### src/rtl/rv64_pkg.sv
// Shared RV64 execute-stage definitions.
// Holds the datapath width, shift-amount widths and the state type used by
// the iterative shift units (sll now, sra/srl later).
package rv64_pkg;

    localparam int XLEN     = 64;
    localparam int SHAMT_W  = $clog2(XLEN);
    localparam int WSHAMT_W = 5;

    typedef enum logic [1:0] {
        IDLE,
        SHIFT,
        DONE
    } shift_state_t;

endpackage

### src/rtl/sll_step.sv
// One iteration of the left shifter: shifts the working value left by
// 0..STEP bits with zero fill. Bits pushed past the MSB are discarded.
// Ports:
//   dataIn   value before this iteration
//   shiftBy  bits to shift this iteration (0..STEP)
//   dataOut  shifted value
module sll_step #(
    parameter int N    = 64,
    parameter int STEP = 8
) (
    input  logic [N-1:0]                dataIn,
    input  logic [$clog2(STEP+1)-1:0]   shiftBy,
    output logic [N-1:0]                dataOut
);

    assign dataOut = dataIn << shiftBy;

endmodule

### src/rtl/sll_iter.sv
// Multi-cycle logical left shifter for SLL/SLLI and SLLW/SLLIW.
// Shifts at most STEP bits per cycle; valid/ready on both sides.
// Ports:
//   clk, rst_n           clock, async active-low reset
//   in_valid / in_ready  operand handshake (ready only in IDLE)
//   data_in, amount      value and shift amount
//   word_op              1 = 32-bit op, result sign-extended from bit 31
//   out_valid/out_ready  result handshake (valid only in DONE)
//   data_out             result, zero outside DONE
//   busy                 high in SHIFT or DONE
//
// state | meaning
// IDLE  | waiting for an operand
// SHIFT | shifting up to STEP bits per cycle
// DONE  | result presented, waiting for out_ready
module sll_iter
    import rv64_pkg::*;
#(
    parameter int N    = XLEN,
    parameter int STEP = 8
) (
    input  logic                  clk,
    input  logic                  rst_n,
    input  logic                  in_valid,
    output logic                  in_ready,
    input  logic [N-1:0]          data_in,
    input  logic [$clog2(N)-1:0]  amount,
    input  logic                  word_op,
    output logic                  out_valid,
    input  logic                  out_ready,
    output logic [N-1:0]          data_out,
    output logic                  busy
);

    localparam int SW = $clog2(N);
    localparam int CW = $clog2(STEP + 1);
    localparam logic [SW:0] STEP_LIM = (SW + 1)'(STEP);

    shift_state_t state, nextState;

    logic [N-1:0]  work;
    logic [SW-1:0] remaining;
    logic          wordOp;

    logic [SW-1:0] loadRem;
    logic [CW-1:0] stepAmt;
    logic [SW-1:0] remNext;
    logic [N-1:0]  stepOut;
    logic [N-1:0]  resultFmt;
    logic          accept;

    // Word ops only honour the low five amount bits.
    assign loadRem = word_op ? SW'(amount[WSHAMT_W-1:0]) : amount;

    always_comb begin
        if ({1'b0, remaining} >= STEP_LIM) begin
            stepAmt = CW'(STEP);
        end else begin
            stepAmt = CW'(remaining);
        end
    end

    // stepAmt never exceeds remaining, so this cannot underflow.
    assign remNext = remaining - SW'(stepAmt);

    sll_step #(
        .N    (N),
        .STEP (STEP)
    ) u_step (
        .dataIn  (work),
        .shiftBy (stepAmt),
        .dataOut (stepOut)
    );

    // Upper bits of work are don't-care for word ops; the signed cast
    // rebuilds them from bit 31.
    assign resultFmt = wordOp ? N'($signed(work[31:0])) : work;

    always_ff @(posedge clk or negedge rst_n) begin
        if (!rst_n) begin
            state <= IDLE;
        end else begin
            state <= nextState;
        end
    end

    always_comb begin
        nextState = state;
        in_ready  = 1'b0;
        out_valid = 1'b0;
        busy      = 1'b0;
        accept    = 1'b0;
        data_out  = '0;
        case (state)
            IDLE: begin
                in_ready = 1'b1;
                if (in_valid) begin
                    accept    = 1'b1;
                    nextState = (loadRem == '0) ? DONE : SHIFT;
                end
            end
            SHIFT: begin
                busy = 1'b1;
                if (remNext == '0) begin
                    nextState = DONE;
                end
            end
            DONE: begin
                busy      = 1'b1;
                out_valid = 1'b1;
                data_out  = resultFmt;
                if (out_ready) begin
                    nextState = IDLE;
                end
            end
            default: begin
                nextState = IDLE;
            end
        endcase
    end

    always_ff @(posedge clk or negedge rst_n) begin
        if (!rst_n) begin
            work      <= '0;
            remaining <= '0;
            wordOp    <= 1'b0;
        end else if (accept) begin
            work      <= data_in;
            remaining <= loadRem;
            wordOp    <= word_op;
        end else if (state == SHIFT) begin
            work      <= stepOut;
            remaining <= remNext;
        end
    end

endmodule

### config.mk
export PLATFORM = sky130hd
export DESIGN_NAME = sll_iter
export DESIGN_NICKNAME = d
export VERILOG_FILES = /design/src/rtl/rv64_pkg.sv /design/src/rtl/sll_step.sv /design/src/rtl/sll_iter.sv
export SDC_FILE = /design/constraint.sdc
export NUM_CORES = 1
export LEC_CHECK = 0
export CORE_ASPECT_RATIO = 1.2
export CORE_MARGIN = 2
export CORE_UTILIZATION = 53
export CTS_CLUSTER_SIZE = 40
export DETAILED_ROUTE_END_ITERATION = 8
export GPL_ROUTABILITY_DRIVEN = 0
export HOLD_SLACK_MARGIN = 0.02
export PLACE_DENSITY = 0.82
export SETUP_SLACK_MARGIN = 0.2
export SLEW_MARGIN = 20
export SYNTH_ARGS = -nofsm -noshare
export SYNTH_HDL_FRONTEND = slang
export SYNTH_HIERARCHICAL = 1
export SYNTH_SLANG_ARGS = --single-unit
### constraint.sdc
create_clock -name clk -period 3.5 [get_ports clk]
set_input_delay 1.05 -clock clk [delete_from_list [all_inputs] [get_ports clk]]
set_output_delay 1.05 -clock clk [all_outputs]
set_load 0.05 [all_outputs]
### Word level (Yosys, flattened, before mapping)

Index checks and enable logic that the tools add are counted.

* bits in registers: 73
* bits of input ports: 75
* output and inout bits: 67
* word-level logic and storage cells: 36

* add/subtract/negate cells: 1
* order comparisons: 1
* eq/ne operators: 5
* shift-type cells: 1
* mux-type cells: 18
* reduce and logical (&&, ||, !) cells: 6

Operator list (count)
* 64-bit two-way mux: 4
* 64-bit by 4-bit << shifter with 64-bit output: 1
* 6-bit two-way mux: 3
* 6-bit logical NOT: 2
* 2-bit two-way mux: 4
* 6-bit by 4-bit greater-or-equal comparator with 1-bit output, second input constant: 1
* 2-bit inequality test, second input constant: 3
* 2-bit one-hot mux with 3 select lines: 1
* 6-bit by 4-bit subtractor with 6-bit output: 1
* 1-bit two-way mux: 5
* 4-bit two-way mux: 1
* 3-bit AND reduction: 1
* 2-bit by 1-bit equality test with 1-bit output, second input constant: 1
* 2-bit equality test, second input constant: 1
* 2-bit logical NOT: 1
* 2-bit nonzero test: 1
* 2-bit OR reduction: 1

### Logic depth before layout (Yosys ltp)

* depth after elaboration: 6
* gate-level depth with buffers: 10
* mapped depth without buffers: 7

### Cells and area by module

Netlist, hierarchy kept.

By module, submodules not included
* sll_iter: times used 1, cells an instance 446, area an instance 4088.9 um2, sequential area each 1826.8 um2
* sll_step: times used 1, cells an instance 244, area an instance 2980.4 um2, sequential area each 0.0 um2

### Worst setup path after synthesis

OpenSTA, ideal clock, no wires.

* kind: register to output
* start: reg state[0]
* end: out data_out[43]
* arrival time: 2191 ps
* required time: 2450 ps
* path slack: 259 ps
* cell stages (with the launch flop): 6
* path buffers: 1
* cell sequence: dfrtp_1 > inv_1 > ha_1 > inv_1 > buf_1 > a21oi_1

* longest elaborated chain between the ends: 2

Ends and longest elaborated chain
* from (decl): line sll_iter.sv:39 `shift_state_t state, nextState;`
* from (signal assigned): line sll_iter.sv:83 `state <= nextState;`
* 2-bit equality test: line sll_iter.sv:94 `case (state)`
* 64-bit two-way mux: line sll_iter.sv:94
* to (decl): line sll_iter.sv:31 `output logic [N-1:0] data_out,`

Every way passes these cells.

### Final worst setup path

* start: reg wordOp
* end: out data_out[51]

* longest elaborated chain between the ends: 2

Ends and longest elaborated chain
* from (decl): line sll_iter.sv:43 `logic wordOp;`
* from (signal assigned): line sll_iter.sv:130 `wordOp <= word_op;`
* 64-bit two-way mux: line sll_iter.sv:77 `assign resultFmt = wordOp ? N'($signed(work[31:0])) : work;`
* 64-bit two-way mux: line sll_iter.sv:94

Every way passes these cells.

==> flow_summary.ini <==
[run_status]
status = finished clean

[grt]
globalRouteTotalUtil_pct = 28.79
grt_pass1_wl_mm = 32.09
antenna_found_initial = 0
grt_pass1_vias = 6237
overflow = 0
grt_start_max_net_pins = 73

[yosys]
syn-mean-instance-area_um2 = 10.25
syn-cell-area_um2 = 7069
yosysSeqAreaShare_pct = 25.84
synth_warnings = 6
synth.distinct_cells = 41
synth.ff_latch_count = 73
yosysMostFrequentCell = mux2i_1
netlist_top_cells_count = mux2i_1 (123), nand2_1 (88), mux4_2 (74)
synthFlopType = dfrtp_1
synth_edf_count = 0
synthTopCellsByArea = dfrtp_1 (26%), mux4_2 (24%), mux2i_1 (17%)
synthCells = 690
synth_top_area_share_pct = 25.84
synth_area_leader_cell = dfrtp_1
synth_nets = 768
ys_async_sr_fraction_pct = 100.0

[die]
floorplan.initialDensity_pct = 53.87
boundaryPins = 142
die_x_um = 109.4
die_y_um = 130.5
die-area_um2 = 14280
num_rows = 46
coreArea_um2 = 13120

[sta]
slew_headroom_pct = 55.58
setup_tns_ps = 0
hold_viol_final = 0
worst_pin_slew_ps = 666.3
fin_crit_sh_pct = 88.04
setup_viol_count_final = 0
max_freq_mhz = 324.5
clock_skew_ps = 9.738
rsz0062_at_grt = no
min_period_ps = 3082
hold_slack_ps = 539.4
finalWorstSetupSlack_ps = 418.5
slew_viol_final = 0

[min_path]
min_path_type = reg -> reg
worstHoldPathCells = 1
min_from = state[1]
holdPathEnd = state[1]

[worst_setup_path]
rr_endpoint = work[60]
path_max_fanout = 34
crit_type = reg -> out
r2r_slack_ps = 490
reg2reg_depth = 8
timing.rr.start = remaining[3]
worstPathArrival_ps = 2030
crit_required_ps = 2450
cp-end-kind = output port
start_kind = flop

[cells_and_area]
fin_area_um2 = 9060
diodes = 0
areaGrowthSynthToFinish_pct = 28.16
finish.utilization_pct = 69.04
finalNetCount = 874
final_layout_size_suffix_gt1_share_pct = 23.85

[power]
pwr_density_cell_nw_per_um2 = 1137
peakVddDrop_mv = 0.7512
power.leakage_nw = 3.567

[placed_design]
post-place-ws_ps = 156.2
dpl.hpwl_mm = 14.26
post_dp_cell_area_um2 = 8735
io_buffer_count = 141

[routing]
drc = 0
drt_wl_total_mm = 19.76
wl_per_cell_um = 20.40
avgViaCountPerCell = 6.507
ant_nets = 0
dr_total_vias = 6305
drt-pass1-iter-count = 5
first_iter_violations = 452

[cts]
cts_buffer_depth = 2
cts_buffers = 9
cts_max_level = 3
worstSkewPairLatency_ps = 350
cts_tree = built
clk_pin_slew_worst_paths_ps = 60
cts_hold_buf = 0
cts_sinks = 73
clockRootBuffer = clkbuf_16

[job]
maxCapViolations = 0
placed cells by master (no fill, tap or decap), types with 33 or more instances in the layout:
master / instances
mux2i_1: 123
nand2_1: 87
clkdlybuf4s50_1: 75
mux4_2: 74
dfrtp_1: 72
o21ai_1: 69
buf_4: 51
nand2b_1: 36
a21oi_1: 35
buf_12: 35
and2_1: 33
metal layers:
metal / global-route usage, % / share of wire [%] / vias up
met5: 0 / 0 / -
met1: 36.04 / 37 / 3076
met2: 49.60 / 52 / 363
met4: 10.95 / 3.3 / 0
met3: 5.308 / 7.9 / 61
li1: - / - / 2805
metrics by stage:
stage               cells  power, mW
global route          969      10.88
global placement      953      8.889
floorplan             690      7.204
CTS                   969      10.21
detailed placement    953      9.130
finish                969      10.31
power breakdown:
part	switching [mW]	leakage [nW]	internal, mW	total, mW
Clock	0.363	0.159	0.642	1.00
Sequential	0.731	0.910	1.26	1.99
Combinational	3.92	2.50	3.39	7.31
Total	5.01	3.57	5.29	10.3
how the worst max path moves through the flow:
stage,to,start,slack [ps],cells after the start
after detailed placement,data_out[51],wordOp,160,3
after CTS,data_out[57],wordOp,450,3
after floorplan,data_out[43],state[0],260,5
after global routing,data_out[51],wordOp,260,3
final,data_out[51],wordOp,420,3
after global placement,data_out[33],wordOp,380,3
kinds of logic after synthesis:
| family | Yosys count | share of synthesized area [%] |
|---|---|---|
| and+or+nand+nor | 187 | 13.17 |
| AOI/OAI and AO/OA | 147 | 11.70 |
| DFF | 73 | 25.84 |
| adders and majority gates | 3 | 0.5310 |
| muxes | 204 | 42.58 |
| buffers and inverters | 76 | 6.177 |
worst max-delay path: stages, from the launching register on:
cell	delay (ps)
dfrtp_2	650
nand2_2	440
a21oi_1	400
buf_12	180
registers in the layout, indices dropped and copies added (netlist names):
register	count
work	64
wordOp	1
remaining	6
state	2
final cells by class:
class / count / area, um2
clock buffers: 11 / 242.7
clock inverters: 5 / 78.83
fillers: 947 / 4063
inverters: 9 / 33.78
multi-input cells: 541 / 4827
flip-flops and latches: 73 / 1828
well taps: 168 / 210.2
repair buffers: 162 / 1839
repair_timing:
item / CTS / global route
resized for setup: 2 / 0
hold endpoints to repair: 0 / 0
endpoints found under the setup margin: 32 / 0
setup buffers: 0 / 0
(Power assumes the default switching activity.)
